$ cat config.mk
export PLATFORM = sky130hd
export DESIGN_NAME = wide_sub_sequencer
export DESIGN_NICKNAME = d
export VERILOG_FILES = /design/src/rtl/wide_sub_sequencer.sv
export SDC_FILE = /design/constraint.sdc
export NUM_CORES = 1
export LEC_CHECK = 0
export ABC_AREA = 1
export CAP_MARGIN = 10
export CORE_AREA = 3 3 141 143
export CTS_CLUSTER_SIZE = 25
export DETAILED_ROUTE_END_ITERATION = 8
export DIE_AREA = 0 0 144 146
export HOLD_SLACK_MARGIN = 0.02
export MAX_ROUTING_LAYER = met4
export PLACE_DENSITY = 0.76
export SLEW_MARGIN = 20
export SYNTH_ARGS = -nofsm -noshare
export SYNTH_HDL_FRONTEND = slang
export SYNTH_SLANG_ARGS = --single-unit
$ cat constraint.sdc
create_clock -name clk -period 8.69 [get_ports clk]
set_input_delay 1.738 -clock clk [delete_from_list [all_inputs] [get_ports clk]]
set_output_delay 1.738 -clock clk [all_outputs]
set_load 0.01 [all_outputs]
$ cat src/rtl/wide_sub_sequencer.sv
// wide_sub_sequencer: multi-word subtraction sequenced through one external 16-bit subtractor; WIDE_SUB_OVERFLOW_EN adds the ovf port.
module wide_sub_sequencer #(
  parameter int NUM_WORDS = 4
) (
  input  logic                    clk,
  input  logic                    reset,
  input  logic                    start,
  input  logic [16*NUM_WORDS-1:0] a_in,
  input  logic [16*NUM_WORDS-1:0] b_in,
  input  logic                    bin_in,
  output logic [15:0]             sub_a,
  output logic [15:0]             sub_b,
  output logic                    sub_bin,
  input  logic [15:0]             sub_Diff,
  input  logic                    sub_Bout,
`ifdef WIDE_SUB_OVERFLOW_EN
  output logic                    ovf,
`endif
  output logic                    busy,
  output logic                    done,
  output logic [16*NUM_WORDS-1:0] diff_out,
  output logic                    bout_out
);
  localparam int W = 16*NUM_WORDS;
  localparam int IW = $clog2(NUM_WORDS);
  localparam logic [IW-1:0] LAST = IW'(NUM_WORDS-1);
  localparam logic [1:0] IDLE = 2'd0;
  localparam logic [1:0] RUN = 2'd1;
  localparam logic [1:0] DONE = 2'd2;
  logic [1:0]    r_state;
  logic [IW-1:0] r_idx;
  logic          r_borrow;
  logic [W-1:0]  r_a;
  logic [W-1:0]  r_b;
  logic          w_run;
  // subtractor operands come from the current word while running, zero otherwise
  always_comb begin
    w_run = r_state == RUN;
    busy = w_run;
    done = r_state == DONE;
    sub_a = w_run ? r_a[16*r_idx +: 16] : '0;
    sub_b = w_run ? r_b[16*r_idx +: 16] : '0;
    sub_bin = w_run ? r_borrow : 1'b0;
  end
  // sequencing: latch operands on start, capture one result word per cycle, finish on the last word
  always_ff @(posedge clk or posedge reset) begin
    if (reset) begin
      r_state <= IDLE;
      r_idx <= '0;
      r_borrow <= 1'b0;
      r_a <= '0;
      r_b <= '0;
      diff_out <= '0;
      bout_out <= 1'b0;
`ifdef WIDE_SUB_OVERFLOW_EN
      ovf <= 1'b0;
`endif
    end else if (!w_run) begin
      if (start) begin
        r_a <= a_in;
        r_b <= b_in;
        r_borrow <= bin_in;
        r_idx <= '0;
        r_state <= RUN;
      end else begin
        r_state <= IDLE;
      end
    end else begin
      diff_out[16*r_idx +: 16] <= sub_Diff;
      r_borrow <= sub_Bout;
      r_idx <= r_idx + 1'b1;
      if (r_idx == LAST) begin
        bout_out <= sub_Bout;
        r_state <= DONE;
`ifdef WIDE_SUB_OVERFLOW_EN
        ovf <= (r_a[W-1] ^ r_b[W-1]) & (sub_Diff[15] ^ r_a[W-1]);
`endif
      end
    end
  end
endmodule

==> impl_summary.txt, run 1 <==
----------------------------------------------------
[Route]
  Count of unresolved DRC violations after routing ... 0
  Routed WL ... between 20000 and 30000 µm
  Vias after detailed routing ... 8162
  DR vias/cell ... a little over 5
  Iter 0 DRT Violations ... about 650
  First-pass iteration count of the detailed router ... 6
  Wire length per cell after detailed routing ... roughly 16 µm
  Number of routed nets with antenna violations ... 0

[Logic synthesis]
  Number of distinct library cell variants in the gate-level netlist after synthesis ... 21
  Post-synthesis cell count ... between 1000 and 1500
  Post-synthesis sequential element count ... just under 200
  Yosys warning count ... 0
  Synthesized net count ... around 1300
  Share of the yosys chip area belonging to registers ... 54.56%
  Synthesized area ... roughly 9100 µm²
  Avg Synthesized Cell Area ... slightly below 8 µm²

[CTS]
  Depth of the CTS H-tree ... 4
  Clock input transition at the sequential cells of the worst setup and hold paths ... around 0.070 ns
  Clock buffers created by TritonCTS ... 17
  Post-CTS resize count ... 0
  Number of clock sinks ... between 150 and 200
  Post-CTS Setup Repair Bufs ... 0
  Total of hold buffers inserted after clock tree synthesis ... 0
  Clock tree root buffer cell ... sky130_fd_sc_hd__clkbuf_16
  Clk_lat worst skew ... 0.43 ns
  Clk buf depth ... 2
  CTS tree ... built

[Layout]
  Commonest cells after routing, fill and taps aside ... sky130_fd_sc_hd__nand2_1, sky130_fd_sc_hd__clkdlybuf4s50_1, sky130_fd_sc_hd__dfrtp_1
  Final instance area ... 12240 µm²
  # nets final ... roughly 1500
  Most common library cell in the layout ignoring fill and taps ... sky130_fd_sc_hd__nand2_1
  Fill count ... around 1600
  Final std cells w/o fill ... between 1500 and 2000
  Post-synthesis to final-layout area growth ... 34.80%
  Layout cell share with drive strength beyond 1 ... roughly 3.8%

[Power]
  Power Dens Cells ... around 380 nW/µm²
  P_leak ... roughly 5.9 nW
  VDD IR-drop max ... ~220 µV
  Overall power ... 0.004598 W

[STA]
  Portion of the clock cycle consumed by the worst path in the final layout ... between 50% and 60%
  Number of failing hold endpoints at the final stage ... 0
  RSZ-0062 raised after global routing ... false
  Transition time at the pin with the least slew margin ... ~1.1 ns
  Final Hold Slack ... around 0.48 ns
  Post-route setup TNS ... 0 ns
  Slew Limit Headroom ... between 20% and 30%
  Post-route minimum period ... 4.441 ns
  Setup violators final ... 0
  Fin Clk Skew ... a little under 0.01 ns
  Highest clock rate ... around 230 MHz
  Total count of max-transition violations in the final report ... 0

[Setup path]
  Worst reg-to-reg setup slack ... between 5 and 6 ns
  Cell depth of the worst flop-to-flop path ... 7
  End of the critical path ... sub_a[5]
  Largest fanout on the critical path ... 58
  Reg-to-reg critical path startpoint ... r_idx[1]
  Crit path arrival time ... approximately 2.7 ns
  Number of buffer and inverter stages on the critical path ... 3
  CP delay by family, top ... buffers and inverters
  Worst path cell trace ... inv_2 -> buf_4 -> nand2_1 -> nand3_1 -> a21oi_1 -> clkdlybuf4s50_1
  Critical path class ... flip-flop to primary output
  CP Launch Type ... flip-flop
  Worst path required time ... between 6 and 7 ns
  Kind of end point of the critical path ... primary output
  CP Depth ... 6
  Destination of the worst register-to-register timing path ... diff_out[7]
  Critical Path Start ... r_idx[0]
  Largest incremental delay on the critical path ... about 0.60 ns
  Crit-path slowest cell ... sky130_fd_sc_hd__buf_4

[Placement]
  # port buffers ... between 200 and 250
  Placed Cells ... ~1600
  Post-DP HPWL ... between 15000 and 20000 µm
  Cell Area, Placed ... about 12000 µm²
  Final estimated routing congestion in global placement ... ~0.89

[Global routing]
  Pin count of the biggest net entering global routing ... approximately 260
  First-pass GRT wire length ... 40240 µm
  GRT Residual Overflow ... 0
  Number of global-route vias before repair ... 7827
  Number of antenna violations at the first check in global routing ... 1
  Total routing resource utilization after global routing ... approximately a quarter

[Floorplanning]
  Die footprint ... ~21000 µm²
  Die width ... 144 µm
  Die boundary height ... 146 µm
  Number of top-level pins ... between 200 and 250
  Core area ... approximately 19000 µm²
  Row count ... 50
  Initial standard-cell utilization of the core ... about half

[Hold path]
  Hold crit path type ... flip-flop to flip-flop

[Status]
  Outcome ... completed

[Flow run]
  Max-cap viol count ... 0

----------------------------------------------------
## layout make-up
cell class | instances | area, µm² | area share [%]
Sequential cell | 198 | 4956 | 40.48
Multi-Input combinational cell | 737 | 3232 | 26.40
Timing Repair Buffer | 255 | 2547 | 20.81
Inverter | 157 | 596.8 | 4.875
Clock buffer | 17 | 425.4 | 3.475
Tap cell | 234 | 292.8 | 2.392
Clock inverter | 15 | 188.9 | 1.543
Antenna cell | 1 | 2.502 | 0.02044
## layer usage
layer | wire (µm) | part of all wire [%] | GRT usage, %
met5 | 0 | 0 | -
met4 | 448 | 1.8 | 6.591
met2 | 11310 | 45 | 36.55
met1 | 11250 | 45 | 34.02
met3 | 2188 | 8.7 | 7.065
## where the power goes
part | total (W) | internal [W] | switching [W]
sequential | 0.00150 | 0.00134 | 0.000156
clock | 0.000812 | 0.000438 | 0.000374
combinational | 0.00229 | 0.000952 | 0.00134
total | 0.00460 | 0.00273 | 0.00187
## through the flow
| step | setup slack (ns) | utilization, % |
|---|---|---|
| after floorplan | 1.555 | - |
| after global placement | 4.692 | 62.13 |
| after detailed placement | 4.675 | 62.13 |
| after CTS | 4.239 | 65.42 |
| after global routing | 4.111 | 65.44 |
| final | 4.249 | 65.44 |
## logic make-up after synthesis
group	count (synthesis)	synth area share, %
DFF	198	54.56
buffers and inverters	227	9.906
adders and majority gates	5	0.6889
AOI/OAI and AO/OA	178	9.824
and+or+nand+nor	554	25.02
## worst min-delay path by stage
stage                   end  cells after the start         start
2_1_floorplan      r_borrow                      2      r_borrow
3_3_place_gp   diff_out[40]                      2  diff_out[40]
3_5_place_dp   diff_out[40]                      2  diff_out[40]
4_1_cts        diff_out[40]                      2  diff_out[40]
5_1_grt        diff_out[52]                      2  diff_out[52]
6_report       diff_out[40]                      2  diff_out[40]
## worst reg2reg max path, stage by stage, from the launching register on
cell	delay [ns]
sky130_fd_sc_hd__dfrtp_1	0.39
sky130_fd_sc_hd__clkinv_1	0.05
sky130_fd_sc_hd__buf_4	0.40
sky130_fd_sc_hd__ha_1	0.97
sky130_fd_sc_hd__nand2_1	0.10
sky130_fd_sc_hd__inv_1	0.37
sky130_fd_sc_hd__nand3_1	0.19
sky130_fd_sc_hd__o21ai_0	0.23
## registers in the layout, summed over array words and instances, names as in the netlist
register and cells:
bout_out 1, r_b 64, r_a 64, r_borrow 1, diff_out 64, r_state 2, r_idx 2
## cells in the mapped netlist
cell                       count  area share, %
sky130_fd_sc_hd__o21ai_0      21            1.2
sky130_fd_sc_hd__inv_1       154            6.4
sky130_fd_sc_hd__nor2_4        3           0.37
sky130_fd_sc_hd__buf_4         2           0.17
sky130_fd_sc_hd__buf_2        32            1.8
sky130_fd_sc_hd__o22ai_1       1          0.069
sky130_fd_sc_hd__nand3_1      97            5.3
sky130_fd_sc_hd__nor3_1       16           0.88
sky130_fd_sc_hd__clkbuf_1     30            1.2
sky130_fd_sc_hd__nor2_8        1           0.22
sky130_fd_sc_hd__inv_2         2          0.083
sky130_fd_sc_hd__nand2_2       2           0.14
sky130_fd_sc_hd__nand2_4       1           0.12
sky130_fd_sc_hd__nand2_1     413             17
sky130_fd_sc_hd__dfrtp_1     198             55
sky130_fd_sc_hd__clkinv_1      1          0.041
sky130_fd_sc_hd__ha_1          5           0.69
sky130_fd_sc_hd__o21ai_1     124            6.8
sky130_fd_sc_hd__a21oi_1      32            1.8
sky130_fd_sc_hd__nor2_1       21           0.87
sky130_fd_sc_hd__buf_1         6           0.25
Power figures use the tool's default switching activity.
==> inputs of run 2 (changes only) <==
CORE_AREA = 3 3 148 150   (was 3 3 141 143)
DIE_AREA = 0 0 151 153   (was 0 0 144 146)
PLACE_DENSITY = 0.72   (was 0.76)
clock period = 3.8 ns   (was 8.69 ns; I/O delays follow)
==> run 2 against run 1 <==
Core utilization shrank 5.7 points; first-iteration DRC count shrank 22%; critical path depth is the same; die area grew 9.9%; non-clock buffer count grew 13; sequential cell count is the same; power grew 130%; final cell count grew 3.5%; global-route usage shrank 0.65 points; wire length grew 6.5%; combinational power grew 130%; register-to-register slack lost 4.9 ns.
==> impl_summary.txt, run 2 (synthesis results as in run 1) <==
----------------------------------------------------
[Route]
  Iter 0 DRT Violations ... around 500
  Vias after detailed routing ... 8224
  DR vias/cell ... 4.922
  First-pass iteration count of the detailed router ... 5
  Routed WL ... 26840 µm
  Number of routed nets with antenna violations ... 0
  Count of unresolved DRC violations after routing ... 0
  Wire length per cell after detailed routing ... approximately 16 µm

[Layout]
  Final instance area ... between 10000 and 15000 µm²
  # nets final ... about 1500
  Layout cell share with drive strength beyond 1 ... 4.670%
  Most common library cell in the layout ignoring fill and taps ... sky130_fd_sc_hd__nand2_1
  Top flop regs ... diff_out: 64 flops, r_a: 64 flops, r_b: 64 flops
  Commonest cells after routing, fill and taps aside ... sky130_fd_sc_hd__nand2_1, sky130_fd_sc_hd__clkdlybuf4s50_1, sky130_fd_sc_hd__dfrtp_1
  Post-synthesis to final-layout area growth ... 37.09%

[STA]
  Total count of max-transition violations in the final report ... 0
  Post-route setup TNS ... 0 ns
  RSZ-0062 raised after global routing ... false
  Post-route minimum period ... around 3.2 ns
  Fin Clk Skew ... around 0.012 ns
  Portion of the clock cycle consumed by the worst path in the final layout ... between 80% and 90%
  Slew Limit Headroom ... between 20 and 30%
  Transition time at the pin with the least slew margin ... 1.085 ns
  Setup violators final ... 0
  Number of failing hold endpoints at the final stage ... 0
  Highest clock rate ... 309.1 MHz

[Floorplanning]
  Row count ... between 50 and 60
  Initial standard-cell utilization of the core ... roughly 44%
  Core area ... 20820 µm²
  Die boundary height ... between 150 and 200 µm
  Die footprint ... 23100 µm²
  Die width ... 151 µm
  Number of top-level pins ... roughly 250

[Power]
  Power Dens Cells ... about 850 nW/µm²
  Overall power ... between 0.01 and 0.015 W
  VDD IR-drop max ... between 500 and 600 µV
  P_leak ... 5.976 nW

[CTS]
  Clock buffers created by TritonCTS ... 17
  Clock tree root buffer cell ... sky130_fd_sc_hd__clkbuf_16
  Number of clock sinks ... 198
  Clk buf depth ... 2
  Clock input transition at the sequential cells of the worst setup and hold paths ... around 0.070 ns
  Total of hold buffers inserted after clock tree synthesis ... 0
  Depth of the CTS H-tree ... 4
  Post-CTS Setup Repair Bufs ... 0
  Clk_lat worst skew ... between 0.4 and 0.5 ns
  Post-CTS resize count ... 0
  CTS tree ... built

[Global routing]
  Highest-utilization routing layer at the global route stage ... met2
  GRT Residual Overflow ... 0
  First-pass GRT wire length ... ~43000 µm
  Global-route met1 utilization ... around a third
  Global routing usage on met2 ... roughly 36%
  Number of global-route vias before repair ... ~8000
  Total routing resource utilization after global routing ... about a quarter
  Pin count of the biggest net entering global routing ... 73
  Number of antenna violations at the first check in global routing ... 3
  Global-route track usage on met3 ... under 10%

[Setup path]
  Largest fanout on the critical path ... 29
  Critical path class ... flip-flop to primary output
  Kind of end point of the critical path ... primary output
  Cell depth of the worst flop-to-flop path ... 7
  Destination of the worst register-to-register timing path ... diff_out[42]
  Reg-to-reg critical path startpoint ... r_idx[1]
  Worst path required time ... ~3.0 ns
  CP Launch Type ... flip-flop
  Worst reg-to-reg setup slack ... approximately 1.1 ns
  Crit path arrival time ... ~2.5 ns

[Placement]
  Post-DP HPWL ... 19240 µm
  Final estimated routing congestion in global placement ... roughly 0.94
  Cell Area, Placed ... about 12000 µm²
  # port buffers ... 248

[Flow run]
  Max-cap viol count ... 0

[Hold path]
  Hold crit path type ... flip-flop to flip-flop
  Startpoint of the lowest-slack hold path ... diff_out[7]
  Worst hold path cell count ... 2
  Sink of the worst hold path ... diff_out[7]

[Status]
  Outcome ... completed

----------------------------------------------------
run 2: changes by cell type in the layout (fill, tap and decap cells not counted), sizes merged:
| cell | previous run | this run |
|---|---|---|
| diode | 1 | 4 |
| buf | 7 | 20 |
| clkbuf | 17 | 19 |
| clkinv | 6 | 4 |
| bufinv | 2 | 0 |
| clkinvlp | 1 | 3 |
run 2: per-stage QoR:
step | std cells | worst slack, ns | util, % | hold WS, ns
2_1_floorplan | 1162 | 0.4796 | - | 0.4521
3_3_place_gp | 1635 | 1.028 | 56.93 | 0.4632
3_5_place_dp | 1635 | 1.035 | 56.93 | 0.4667
4_1_cts | 1667 | 0.5582 | 59.74 | 0.4875
5_1_grt | 1671 | 0.4645 | 59.79 | 0.5000
6_report | 1671 | 0.5651 | 59.79 | 0.4819
run 2: final cells by class:
| class | instances | area, µm² |
|---|---|---|
| inverter | 157 | 593.1 |
| timing repair buffer | 268 | 2733 |
| sequential | 198 | 4956 |
| fill | 1913 | 8373 |
| tap | 275 | 344.1 |
| clock inverter | 13 | 131.4 |
| antenna | 4 | 10.01 |
| clock buffer | 19 | 452.9 |
| multi-input combinational | 737 | 3229 |
run 2: layer usage:
metal | vias up | wire length, µm
met5 | - | 0
met4 | 0 | 584
met3 | 40 | 1887
met2 | 303 | 12530
met1 | 3838 | 11830
li1 | 4043 | -
run 2: worst max-delay path, cell delays in order, from the launching register on:
cell	delay (ns)
sky130_fd_sc_hd__dfrtp_2	0.42
sky130_fd_sc_hd__inv_2	0.34
sky130_fd_sc_hd__buf_4	0.42
sky130_fd_sc_hd__nand2_1	0.10
sky130_fd_sc_hd__nand3_1	0.15
sky130_fd_sc_hd__a21oi_1	0.10
sky130_fd_sc_hd__clkdlybuf4s50_1	0.50
run 2: worst max-delay path by stage:
stage,start,to,depth (start not counted)
after floorplan,reset,bout_out,1
final,r_idx[0],sub_a[11],6
after detailed placement,r_idx[0],sub_a[2],6
after global routing,r_idx[0],sub_a[2],6
after global placement,r_idx[0],sub_a[2],6
after CTS,r_idx[0],sub_a[2],6
run 2: where the power goes:
group	total (W)	switching [W]	leakage [nW]	internal, W
combinational	0.00536	0.00309	3.16	0.00227
clock	0.00180	0.000887	0.283	0.000911
sequential	0.00346	0.000391	2.53	0.00307
total	0.0106	0.00437	5.98	0.00625
